File: src/rtl/mcu51_pkg.sv
// Shared definitions for the MCU51 fetch/decode front end.
// Latency: n/a (types and constants only).
// Backpressure: n/a.
//
// Contents: fetch FSM state enum, default ROM address width, opcode length codes.
package mcu51_pkg;

   localparam int ADDRWIDTH_DEF = 8;

   // Fetch sequencer states: opcode byte, first operand, second operand, present.
   typedef enum logic [1:0] {
      S_OP  = 2'd0,
      S_B1  = 2'd1,
      S_B2  = 2'd2,
      S_OUT = 2'd3
   } fetch_state_e;

   // Instruction length codes as produced by mcu51_insn_len.
   localparam logic [1:0] INSN_LEN1 = 2'd1;
   localparam logic [1:0] INSN_LEN2 = 2'd2;
   localparam logic [1:0] INSN_LEN3 = 2'd3;

endpackage

File: src/rtl/inst_fetch_if.sv
// Bundle of the fetch stage's ROM port, redirect port and decoder handshake.
// Latency: n/a (wiring only).
// Backpressure: inst_valid/inst_ready handshake toward the decoder; the ROM has none.
//
// master: fetch stage (drives rom_cs/rom_addr and inst_*).
// slave : ROM + execute + decoder side (drives rom_data, redirect, inst_ready).
interface inst_fetch_if
   import mcu51_pkg::*;
#(
   parameter int ADDRWIDTH = ADDRWIDTH_DEF
) ();

   logic                 rom_cs;
   logic [ADDRWIDTH-1:0] rom_addr;
   logic [7:0]           rom_data;
   logic                 redirect;
   logic [ADDRWIDTH-1:0] redirect_pc;
   logic                 inst_valid;
   logic                 inst_ready;
   logic [7:0]           inst_opcode;
   logic [7:0]           inst_op1;
   logic [7:0]           inst_op2;
   logic [1:0]           inst_len;
   logic [ADDRWIDTH-1:0] inst_pc;
   logic [ADDRWIDTH-1:0] inst_next_pc;

   modport master (
      output rom_cs, rom_addr,
      input  rom_data,
      input  redirect, redirect_pc,
      output inst_valid, inst_opcode, inst_op1, inst_op2, inst_len, inst_pc, inst_next_pc,
      input  inst_ready
   );

   modport slave (
      input  rom_cs, rom_addr,
      output rom_data,
      output redirect, redirect_pc,
      input  inst_valid, inst_opcode, inst_op1, inst_op2, inst_len, inst_pc, inst_next_pc,
      output inst_ready
   );

endinterface

File: src/rtl/mcu51_insn_len.sv
// 8051 opcode -> instruction length (1..3 bytes); shared by fetch and decode.
// Latency: purely combinational.
// Backpressure: none.
//
// Ports: opcode (in, 8) ; len (out, 2).
module mcu51_insn_len
   import mcu51_pkg::*;
(
   input  logic [7:0] opcode,
   output logic [1:0] len
);

   always_comb begin
      len = INSN_LEN1;
      // Every xx1 opcode (AJMP/ACALL page forms) carries one address byte.
      if (opcode[3:0] == 4'h1) begin
         len = INSN_LEN2;
      end
      // First match wins: three-byte forms are listed before neighbouring two-byte ranges.
      casez (opcode)
         8'h02, 8'h10, 8'h12, 8'h20, 8'h30, 8'h43, 8'h53, 8'h63,
         8'h75, 8'h85, 8'h90, 8'hD5,
         8'b1011_01??, 8'b1011_1???:                      // B4..BF
            len = INSN_LEN3;
         8'h05, 8'h15, 8'h25, 8'h35, 8'h45, 8'h55, 8'h65, 8'h95,
         8'hC5, 8'hE5, 8'hF5,
         8'h24, 8'h34, 8'h44, 8'h54, 8'h64, 8'h74, 8'h94,
         8'h40, 8'h50, 8'h60, 8'h70, 8'h80, 8'hA0, 8'hB0, 8'hC0, 8'hD0,
         8'h42, 8'h52, 8'h62, 8'h72, 8'h82, 8'h92, 8'hA2, 8'hB2, 8'hC2, 8'hD2,
         8'b0111_011?, 8'b0111_1???,                      // 76..7F
         8'b1000_011?, 8'b1000_1???,                      // 86..8F
         8'b1010_011?, 8'b1010_1???,                      // A6..AF
         8'b1101_1???:                                    // D8..DF
            len = INSN_LEN2;
         default: ;
      endcase
   end

endmodule

File: src/rtl/inst_fetch.sv
// MCU51 fetch stage: reads 1..3 ROM bytes per instruction and hands it to the decoder.
// Latency: len cycles from opcode address to inst_valid; len+1 cycles/insn with ready high.
// Backpressure: holds the instruction (ROM deselected) until inst_valid & inst_ready.
//
// Ports: clk, rst (sync, active high); bus (inst_fetch_if.master): rom_cs/rom_addr/rom_data,
//        redirect/redirect_pc, inst_valid/inst_ready, inst_opcode/op1/op2/len/pc/next_pc.
module inst_fetch
   import mcu51_pkg::*;
#(
   parameter int                   ADDRWIDTH = ADDRWIDTH_DEF,   // must match the bus instance
   parameter logic [ADDRWIDTH-1:0] RESET_PC  = '0
) (
   input  logic          clk,
   input  logic          rst,
   inst_fetch_if.master  bus
);

   typedef logic [ADDRWIDTH-1:0] addr_t;

   fetch_state_e state_q, state_d;
   addr_t        pc_q, pc_d;
   addr_t        rom_addr_q, rom_addr_d;
   addr_t        next_pc_q, next_pc_d;
   logic [7:0]   opcode_q, opcode_d;
   logic [7:0]   op1_q, op1_d;
   logic [7:0]   op2_q, op2_d;
   logic [1:0]   len_q, len_d;
   logic         valid_q, valid_d;

   logic [1:0]   rom_len;
   logic         handshake;

   mcu51_insn_len u_len (
      .opcode (bus.rom_data),
      .len    (rom_len)
   );

   assign handshake = valid_q & bus.inst_ready;

   always_comb begin
      state_d    = state_q;
      pc_d       = pc_q;
      rom_addr_d = rom_addr_q;
      next_pc_d  = next_pc_q;
      opcode_d   = opcode_q;
      op1_d      = op1_q;
      op2_d      = op2_q;
      len_d      = len_q;
      valid_d    = valid_q;

      case (state_q)
         S_OP: begin
            opcode_d  = bus.rom_data;
            len_d     = rom_len;
            op1_d     = 8'h00;
            op2_d     = 8'h00;
            next_pc_d = pc_q + addr_t'(rom_len);
            if (rom_len == INSN_LEN1) begin
               valid_d = 1'b1;
               state_d = S_OUT;
            end else begin
               rom_addr_d = pc_q + addr_t'(1);
               state_d    = S_B1;
            end
         end
         S_B1: begin
            op1_d = bus.rom_data;
            if (len_q == INSN_LEN3) begin
               rom_addr_d = pc_q + addr_t'(2);
               state_d    = S_B2;
            end else begin
               valid_d = 1'b1;
               state_d = S_OUT;
            end
         end
         S_B2: begin
            op2_d   = bus.rom_data;
            valid_d = 1'b1;
            state_d = S_OUT;
         end
         S_OUT: begin
            if (handshake) begin
               pc_d       = next_pc_q;
               rom_addr_d = next_pc_q;
               valid_d    = 1'b0;
               state_d    = S_OP;
            end
         end
         default: state_d = S_OP;
      endcase

      // A redirect discards whatever is in flight; a coincident handshake still
      // counts on the decoder side, only the successor PC is overridden here.
      if (bus.redirect) begin
         pc_d       = bus.redirect_pc;
         rom_addr_d = bus.redirect_pc;
         valid_d    = 1'b0;
         state_d    = S_OP;
      end
   end

   always_ff @(posedge clk) begin
      if (rst) begin
         state_q    <= S_OP;
         pc_q       <= RESET_PC;
         rom_addr_q <= RESET_PC;
         next_pc_q  <= RESET_PC;
         opcode_q   <= 8'h00;
         op1_q      <= 8'h00;
         op2_q      <= 8'h00;
         len_q      <= INSN_LEN1;
         valid_q    <= 1'b0;
      end else begin
         state_q    <= state_d;
         pc_q       <= pc_d;
         rom_addr_q <= rom_addr_d;
         next_pc_q  <= next_pc_d;
         opcode_q   <= opcode_d;
         op1_q      <= op1_d;
         op2_q      <= op2_d;
         len_q      <= len_d;
         valid_q    <= valid_d;
      end
   end

   // Chip select is deselected while the instruction is parked and during reset.
   assign bus.rom_cs       = rst | (state_q == S_OUT);
   assign bus.rom_addr     = rom_addr_q;
   assign bus.inst_valid   = valid_q;
   assign bus.inst_opcode  = opcode_q;
   assign bus.inst_op1     = op1_q;
   assign bus.inst_op2     = op2_q;
   assign bus.inst_len     = len_q;
   assign bus.inst_pc      = pc_q;
   assign bus.inst_next_pc = next_pc_q;

endmodule
File: src/flat_wrapper.sv
// flat-port wrapper written by rule: the top's interface ports become plain ports
module inst_fetch_flat import mcu51_pkg::*;
#(
   parameter int                   ADDRWIDTH = ADDRWIDTH_DEF,                                 
   parameter logic [ADDRWIDTH-1:0] RESET_PC  = '0
)
  (clk, rst, bus_rom_cs, bus_rom_addr, bus_rom_data, bus_redirect, bus_redirect_pc, bus_inst_valid, bus_inst_opcode, bus_inst_op1, bus_inst_op2, bus_inst_len, bus_inst_pc, bus_inst_next_pc, bus_inst_ready);
  inst_fetch_if #(.ADDRWIDTH(ADDRWIDTH)) bus_i ();
  input  logic clk;
  input  logic rst;
  output wire logic [$bits(bus_i.rom_cs)-1:0] bus_rom_cs;
  output wire logic [$bits(bus_i.rom_addr)-1:0] bus_rom_addr;
  input wire logic [$bits(bus_i.rom_data)-1:0] bus_rom_data;
  input wire logic [$bits(bus_i.redirect)-1:0] bus_redirect;
  input wire logic [$bits(bus_i.redirect_pc)-1:0] bus_redirect_pc;
  output wire logic [$bits(bus_i.inst_valid)-1:0] bus_inst_valid;
  output wire logic [$bits(bus_i.inst_opcode)-1:0] bus_inst_opcode;
  output wire logic [$bits(bus_i.inst_op1)-1:0] bus_inst_op1;
  output wire logic [$bits(bus_i.inst_op2)-1:0] bus_inst_op2;
  output wire logic [$bits(bus_i.inst_len)-1:0] bus_inst_len;
  output wire logic [$bits(bus_i.inst_pc)-1:0] bus_inst_pc;
  output wire logic [$bits(bus_i.inst_next_pc)-1:0] bus_inst_next_pc;
  input wire logic [$bits(bus_i.inst_ready)-1:0] bus_inst_ready;
  assign bus_rom_cs = bus_i.rom_cs;
  assign bus_rom_addr = bus_i.rom_addr;
  assign bus_i.rom_data = bus_rom_data;
  assign bus_i.redirect = bus_redirect;
  assign bus_i.redirect_pc = bus_redirect_pc;
  assign bus_inst_valid = bus_i.inst_valid;
  assign bus_inst_opcode = bus_i.inst_opcode;
  assign bus_inst_op1 = bus_i.inst_op1;
  assign bus_inst_op2 = bus_i.inst_op2;
  assign bus_inst_len = bus_i.inst_len;
  assign bus_inst_pc = bus_i.inst_pc;
  assign bus_inst_next_pc = bus_i.inst_next_pc;
  assign bus_i.inst_ready = bus_inst_ready;
  inst_fetch #(.ADDRWIDTH(ADDRWIDTH), .RESET_PC(RESET_PC)) u_core (.clk(clk), .rst(rst), .bus(bus_i));
endmodule
File: config.mk
export PLATFORM = sky130hd
export DESIGN_NAME = inst_fetch_flat
export DESIGN_NICKNAME = d
export VERILOG_FILES = /design/src/rtl/mcu51_pkg.sv /design/src/rtl/inst_fetch_if.sv /design/src/rtl/mcu51_insn_len.sv /design/src/rtl/inst_fetch.sv /design/src/flat_wrapper.sv
export SDC_FILE = /design/constraint.sdc
export NUM_CORES = 1
export LEC_CHECK = 0
export CAP_MARGIN = 40
export CORE_ASPECT_RATIO = 0.75
export CORE_UTILIZATION = 45
export DETAILED_ROUTE_END_ITERATION = 12
export PLACE_DENSITY = 0.81
export SLEW_MARGIN = 25
export SYNTH_ARGS = -nofsm -noshare
export SYNTH_HDL_FRONTEND = slang
export SYNTH_HIERARCHICAL = 1
export SYNTH_SLANG_ARGS = --single-unit
File: constraint.sdc
create_clock -name clk -period 7.6 [get_ports clk]
set_clock_uncertainty 0.15 [all_clocks]
set_input_delay 1.52 -clock clk [delete_from_list [all_inputs] [get_ports clk]]
set_output_delay 1.52 -clock clk [all_outputs]
set_load 0.05 [all_outputs]
==> impl_metrics.ini, run 1 <==
[cells_and_area]
nFillCells = 545
nNetsFinal = 451
area_delta_synth_final_pct = 26.8
instances_no_fill = 504
drive_gt1_share_pct = 5.91
finish.utilization_pct = 61.0
register_area_um2 = 1060
num_antenna_cells = 0
fin_area_um2 = 3950
multi_input_area_um2 = 1870

[sta]
period_minus_slack_ns = 5.46
hold_slack_ns = 0.328
fin_crit_sh_pct = 71.8
setup_viol = 0
hold_viol_final = 0
drv_slew = 0
max_slew_margin_pct = 52.2
rsz0062_at_grt = false
tightest_slew_ns = 0.711
fmaxAchievable_mhz = 183
fin_setup_tns_ns = 0

[floorplanning]
io_pins = 72
dieArea_um2 = 7260
rows = 25
die_width_um = 98.0
core-area_um2 = 6470
start_util_pct = 48.1
dieHeight_um = 74.0

[global_routing]
grt_pass1_vias = 2766
grt_util_all_layers_pct = 24.2
grt-ovfl-total = 0
grt_max_degree = 45
grt_pass1_wl_um = 14100
antenna_found_initial = 0

[placement]
dpl_cell_area_um2 = 3830
port_buffers = 71
gp_congestion = 0.929
dp.cells = 496
hpwl_um = 6080

[critical_path]
cp-start-kind = input pin
path_cells = clkdlybuf4s50_1, buf_4, clkinv_1, nand2_1, clkdlybuf4s50_1
crit_required_ns = 5.93
critPathMostFrequentCell = clkdlybuf4s50_1
critical_path_class = input pin to output pin
critical_path.endpoint_type = output pin
critPathBufInv = 4
cp_data_arrival_time_ns = 3.79
r2r_end = u_core/bus.rom_addr[4]$_SDFFE_PP0P_
reg2reg_slack_ns = 4.71
crit_family = buffers and inverters
r2r_start = u_core/state_q[1]$_SDFFE_PP0P_
slowest_stage = clkdlybuf4s50_1
cpPeakStageDelay_ns = 0.81
crit_fanout = 44
reg2reg_depth = 7

[synthesis]
synthFlopType = dfxtp_1
ys_top_cells_by_area = dfxtp_1 (34%), mux2i_1 (7.4%), nor2_1 (5.8%)
synth.avg_cell_area_um2 = 8.39
yosysWarningCount = 6
ys_types = 66
syn_area_um2 = 3110
synth_cells = 371
synth_top_area_cell = dfxtp_1
synth-seq-cells = 53
synth_edf_count = 0
post-synth-top-count-cell = dfxtp_1
async_flop_share_pct = 0
synth_top_area_share_pct = 34.1
ys_top_cells_by_count = dfxtp_1 (53), nor2_1 (48), a21oi_1 (29)
syn_nets = 400
ys_seq_area_share_pct = 34.1

[pwr]
irDropWorstVdd_mv = 0.0992
power_density_nw_per_um2 = 196
p_leak_nw = 1.52

[cts]
cts_max_path_buffers = 2
htree_levels = 2
cts_root_buf = clkbuf_8
cts_resized = 0
insertion_delay_ns = 0.31
cts.sinks = 53
ctsHoldBuffers = 0
clkSlewWorstSetupHoldPaths_ns = 0.10
cts_tree = done
numCtsBuffers = 5
postCtsSetupRepairBufs = 0

[drt]
firstDrtPassIters = 11
ant_nets = 0
viasPerCell = 6.03
vias = 3039
routedWlPerCell_um = 17.6
drc = 5
drt_iter0_drc = 397
wirelength_um = 8890

[hold_path]
holdPathEnd = u_core/bus.rom_addr[0]$_SDFFE_PP0P_
hp-class = register to register
worstHoldStart = u_core/bus.rom_addr[0]$_SDFFE_PP0P_
holdPathStages = 2

[status]
status = complete, but fails checks
violations = DRC

[run]
drv_cap = 0
[through the flow]
| stage | total power, W | setup WS [ns] |
|---|---|---|
| 2_1_floorplan | 0.000489 | 3.40 |
| 3_3_place_gp | 0.000565 | 2.19 |
| 3_5_place_dp | 0.000573 | 2.15 |
| 4_1_cts | 0.000776 | 2.14 |
| 5_1_grt | 0.000803 | 2.04 |
| 6_report | 0.000776 | 2.14 |
[layout make-up]
| type | instances | share of cell area (%) |
|---|---|---|
| tap | 81 | 2.57 |
| clock buffer | 6 | 2.09 |
| timing repair buffer | 74 | 19.1 |
| multi-input combinational | 276 | 47.3 |
| clock inverter | 2 | 0.951 |
| inverter | 12 | 1.14 |
| sequential | 53 | 26.9 |
[sequential cells by signal, indices dropped and copies added (netlist names), 2 cells and up]
| name | flops |
|---|---|
| u_core/bus.inst_len | 2 |
| u_core/bus.inst_next_pc | 8 |
| u_core/bus.inst_op1 | 8 |
| u_core/bus.inst_op2 | 8 |
| u_core/bus.inst_opcode | 8 |
| u_core/bus.inst_pc | 8 |
| u_core/bus.rom_addr | 8 |
| u_core/state_q | 2 |
[cell usage in the layout (no fill, tap or decap), drive strengths merged, types with 7 or more instances in the layout]
cell type,netlist,routed
nor2,48,48
nand2b,7,7
a21oi,29,29
dfxtp,53,53
o21ai,14,14
nand3,9,9
mux2i,23,23
clkdlybuf4s50,0,71
a211oi,12,12
inv,11,11
ha,8,8
nor3b,17,17
nand2,18,18
[kinds of logic (layout without fill, tap and decap cells)]
group	after synthesis	in the layout	share of synthesized area, %
simple gates	132	132	23.0
compound gates	104	104	23.2
flops	53	53	34.1
buf+inv	42	94	5.99
mux	25	25	8.12
fa+ha+maj	9	9	3.86
xor+xnor	6	6	1.69
[where the power goes]
part	switching (W)	internal, W	total, W
registers	0.0000227	0.000299	0.000321
clock network	0.0000971	0.000107	0.000204
logic	0.000159	0.0000914	0.000250
[per-layer routing]
metal,routed length (um),vias to the layer above,global-route usage (%)
met5,0,-,0
met4,140,0,5.89
met3,702,24,4.42
met2,3900,147,36.9
met1,4150,1417,35.4
li1,-,1451,-
[worst min-delay path, stage by stage, from the launching register on]
cell and delay (ns):
dfxtp_1 0.33, nand3_1 0.06, a21oi_1 0.05
[how the worst max path moves through the flow]
stage	cells after the start	slack, ns	to	from
6_report	5	2.14	bus_rom_cs	rst
5_1_grt	5	2.04	bus_rom_cs	rst
4_1_cts	5	2.14	bus_rom_cs	rst
3_5_place_dp	5	2.15	bus_rom_cs	rst
3_3_place_gp	5	2.19	bus_rom_cs	rst
2_1_floorplan	10	3.40	u_core/bus.rom_addr[3]$_SDFFE_PP0P_	bus_rom_data[0]
(Power assumes the default switching activity.)
==> run 2: changes to the inputs <==
==> constraint.sdc (replaced) <==
create_clock -name clk -period 5.2 [get_ports clk]
set_clock_uncertainty 0.15 [all_clocks]
set_input_delay 1.04 -clock clk [delete_from_list [all_inputs] [get_ports clk]]
set_output_delay 1.04 -clock clk [all_outputs]
set_load 0.05 [all_outputs]
==> run 2 against run 1 <==
- the run still ends with DRC left
- clock power is 46% higher
- sequential power grew 46%
- core utilization is 0.097 points higher
- first-iteration DRC count increased by 6.5%
- hold slack better by 0.011 ns
- via count is 1.6% higher
- routed wire length up 1.7%
- count of clock-buffer cells in the layout is 1 higher
- register-to-register slack lost 2.3 ns
- sequential cell count stayed put
==> impl_metrics.ini, run 2 (synthesis results as in run 1) <==
[drt]
firstDrtPassIters = 9
drc = 5
viasPerCell = 6.13
vias = 3089
drt_iter0_drc = 423
wirelength_um = 9040
ant_nets = 0
routedWlPerCell_um = 17.9

[cells_and_area]
final_common_cell = clkdlybuf4s50_1
instances_no_fill = 504
register_area_um2 = 1060
layout_common_cells = clkdlybuf4s50_1 (70), dfxtp_1 (53), nor2_1 (48)
num_antenna_cells = 0
area_delta_synth_final_pct = 27.0
multi_input_area_um2 = 1870
nNetsFinal = 451
fin_area_um2 = 3960
nFillCells = 546
drive_gt1_share_pct = 5.91

[placement]
gp_congestion = 0.913
hpwl_um = 6120
port_buffers = 71
dpl_cell_area_um2 = 3840
dp.cells = 496

[critical_path]
critical_path.endpoint_type = register
critical_path.startpoint = bus_rom_data[6]
crit_required_ns = 5.28
cp_data_arrival_time_ns = 4.55
r2r_start = u_core/state_q[1]$_SDFFE_PP0P_
critical_path_class = input pin to register
crit_fanout = 19
cp-start-kind = input pin

[cts]
cts_max_path_buffers = 2
clkSlewWorstSetupHoldPaths_ns = 0.10
numCtsBuffers = 5
cts_resized = 0
ctsHoldBuffers = 0
postCtsSetupRepairBufs = 0
insertion_delay_ns = 0.31
cts_tree = done
cts.sinks = 53
cts_root_buf = clkbuf_8
htree_levels = 2

[sta]
tightest_slew_ns = 0.717
hold_viol_final = 0
fmaxAchievable_mhz = 224
fin_crit_sh_pct = 85.9
max_slew_margin_pct = 51.9
setup_viol = 0
drv_slew = 0
period_minus_slack_ns = 4.47
fin_setup_tns_ns = 0
rsz0062_at_grt = false

[global_routing]
grt-ovfl-total = 0
grt_pass1_vias = 2875
grt_util_all_layers_pct = 25.1
grt_max_degree = 45
grt_pass1_wl_um = 14500
antenna_found_initial = 0

[pwr]
p_leak_nw = 1.53
power_density_nw_per_um2 = 287
power_w = 0.00114
irDropWorstVdd_mv = 0.157

[hold_path]
hp-class = register to register
worstHoldStart = u_core/bus.rom_addr[0]$_SDFFE_PP0P_

[floorplanning]
start_util_pct = 48.1
die_width_um = 98.0
rows = 25
io_pins = 72
core-area_um2 = 6470
dieHeight_um = 74.0
dieArea_um2 = 7260

[status]
violations = DRC
status = complete, but fails checks

[run]
drv_cap = 0
## run 2: worst paths after layout
kind / endpoint / slack (ns) / depth (start not counted)
setup / recovery: u_core/bus.inst_next_pc[4]$_SDFFE_PP0P_ / 0.73 / 11
hold / removal: u_core/bus.rom_addr[0]$_SDFFE_PP0P_ / 0.34 / 2
setup reg to reg: u_core/bus.rom_addr[4]$_SDFFE_PP0P_ / 2.38 / 7
hold reg to reg: u_core/bus.rom_addr[0]$_SDFFE_PP0P_ / 0.34 / 2
## run 2: power by group
group / total [W] / internal, W / switching, W
registers: 0.000469 / 0.000436 / 0.0000328
logic: 0.000369 / 0.000135 / 0.000235
clock network: 0.000297 / 0.000157 / 0.000140
## run 2: final cells by class
class | count | area share, %
Clock buffer | 7 | 2.18
Clock inverter | 1 | 0.759
Inverter | 12 | 1.14
Multi-Input combinational cell | 276 | 47.2
Sequential cell | 53 | 26.8
Tap cell | 81 | 2.56
Timing Repair Buffer | 74 | 19.3
## run 2: critical path: stages
cell and delay [ns]:
clkdlybuf4s50_1 0.88, nand2b_1 0.26, o22ai_1 0.11, a211o_1 0.29, a2111oi_2 0.34, and2_1 0.25
ha_1 0.20, inv_1 0.07, fa_1 0.46, or3_1 0.39, a311oi_1 0.25
## run 2: metal layers
layer / part of all wire, % / global-route usage, %
met2: 43 / 36.4
met3: 7.2 / 4.61
met4: 0.86 / 6.57
met5: 0 / 0
met1: 49 / 37.9
## run 2: stage by stage
step	hold slack (ns)	utilization, %	setup WS (ns)
2_1_floorplan	0.364	-	1.48
3_3_place_gp	0.314	58.9	0.688
3_5_place_dp	0.330	59.3	0.511
4_1_cts	0.345	61.1	0.813
5_1_grt	0.371	61.1	0.522
6_report	0.339	61.1	0.733
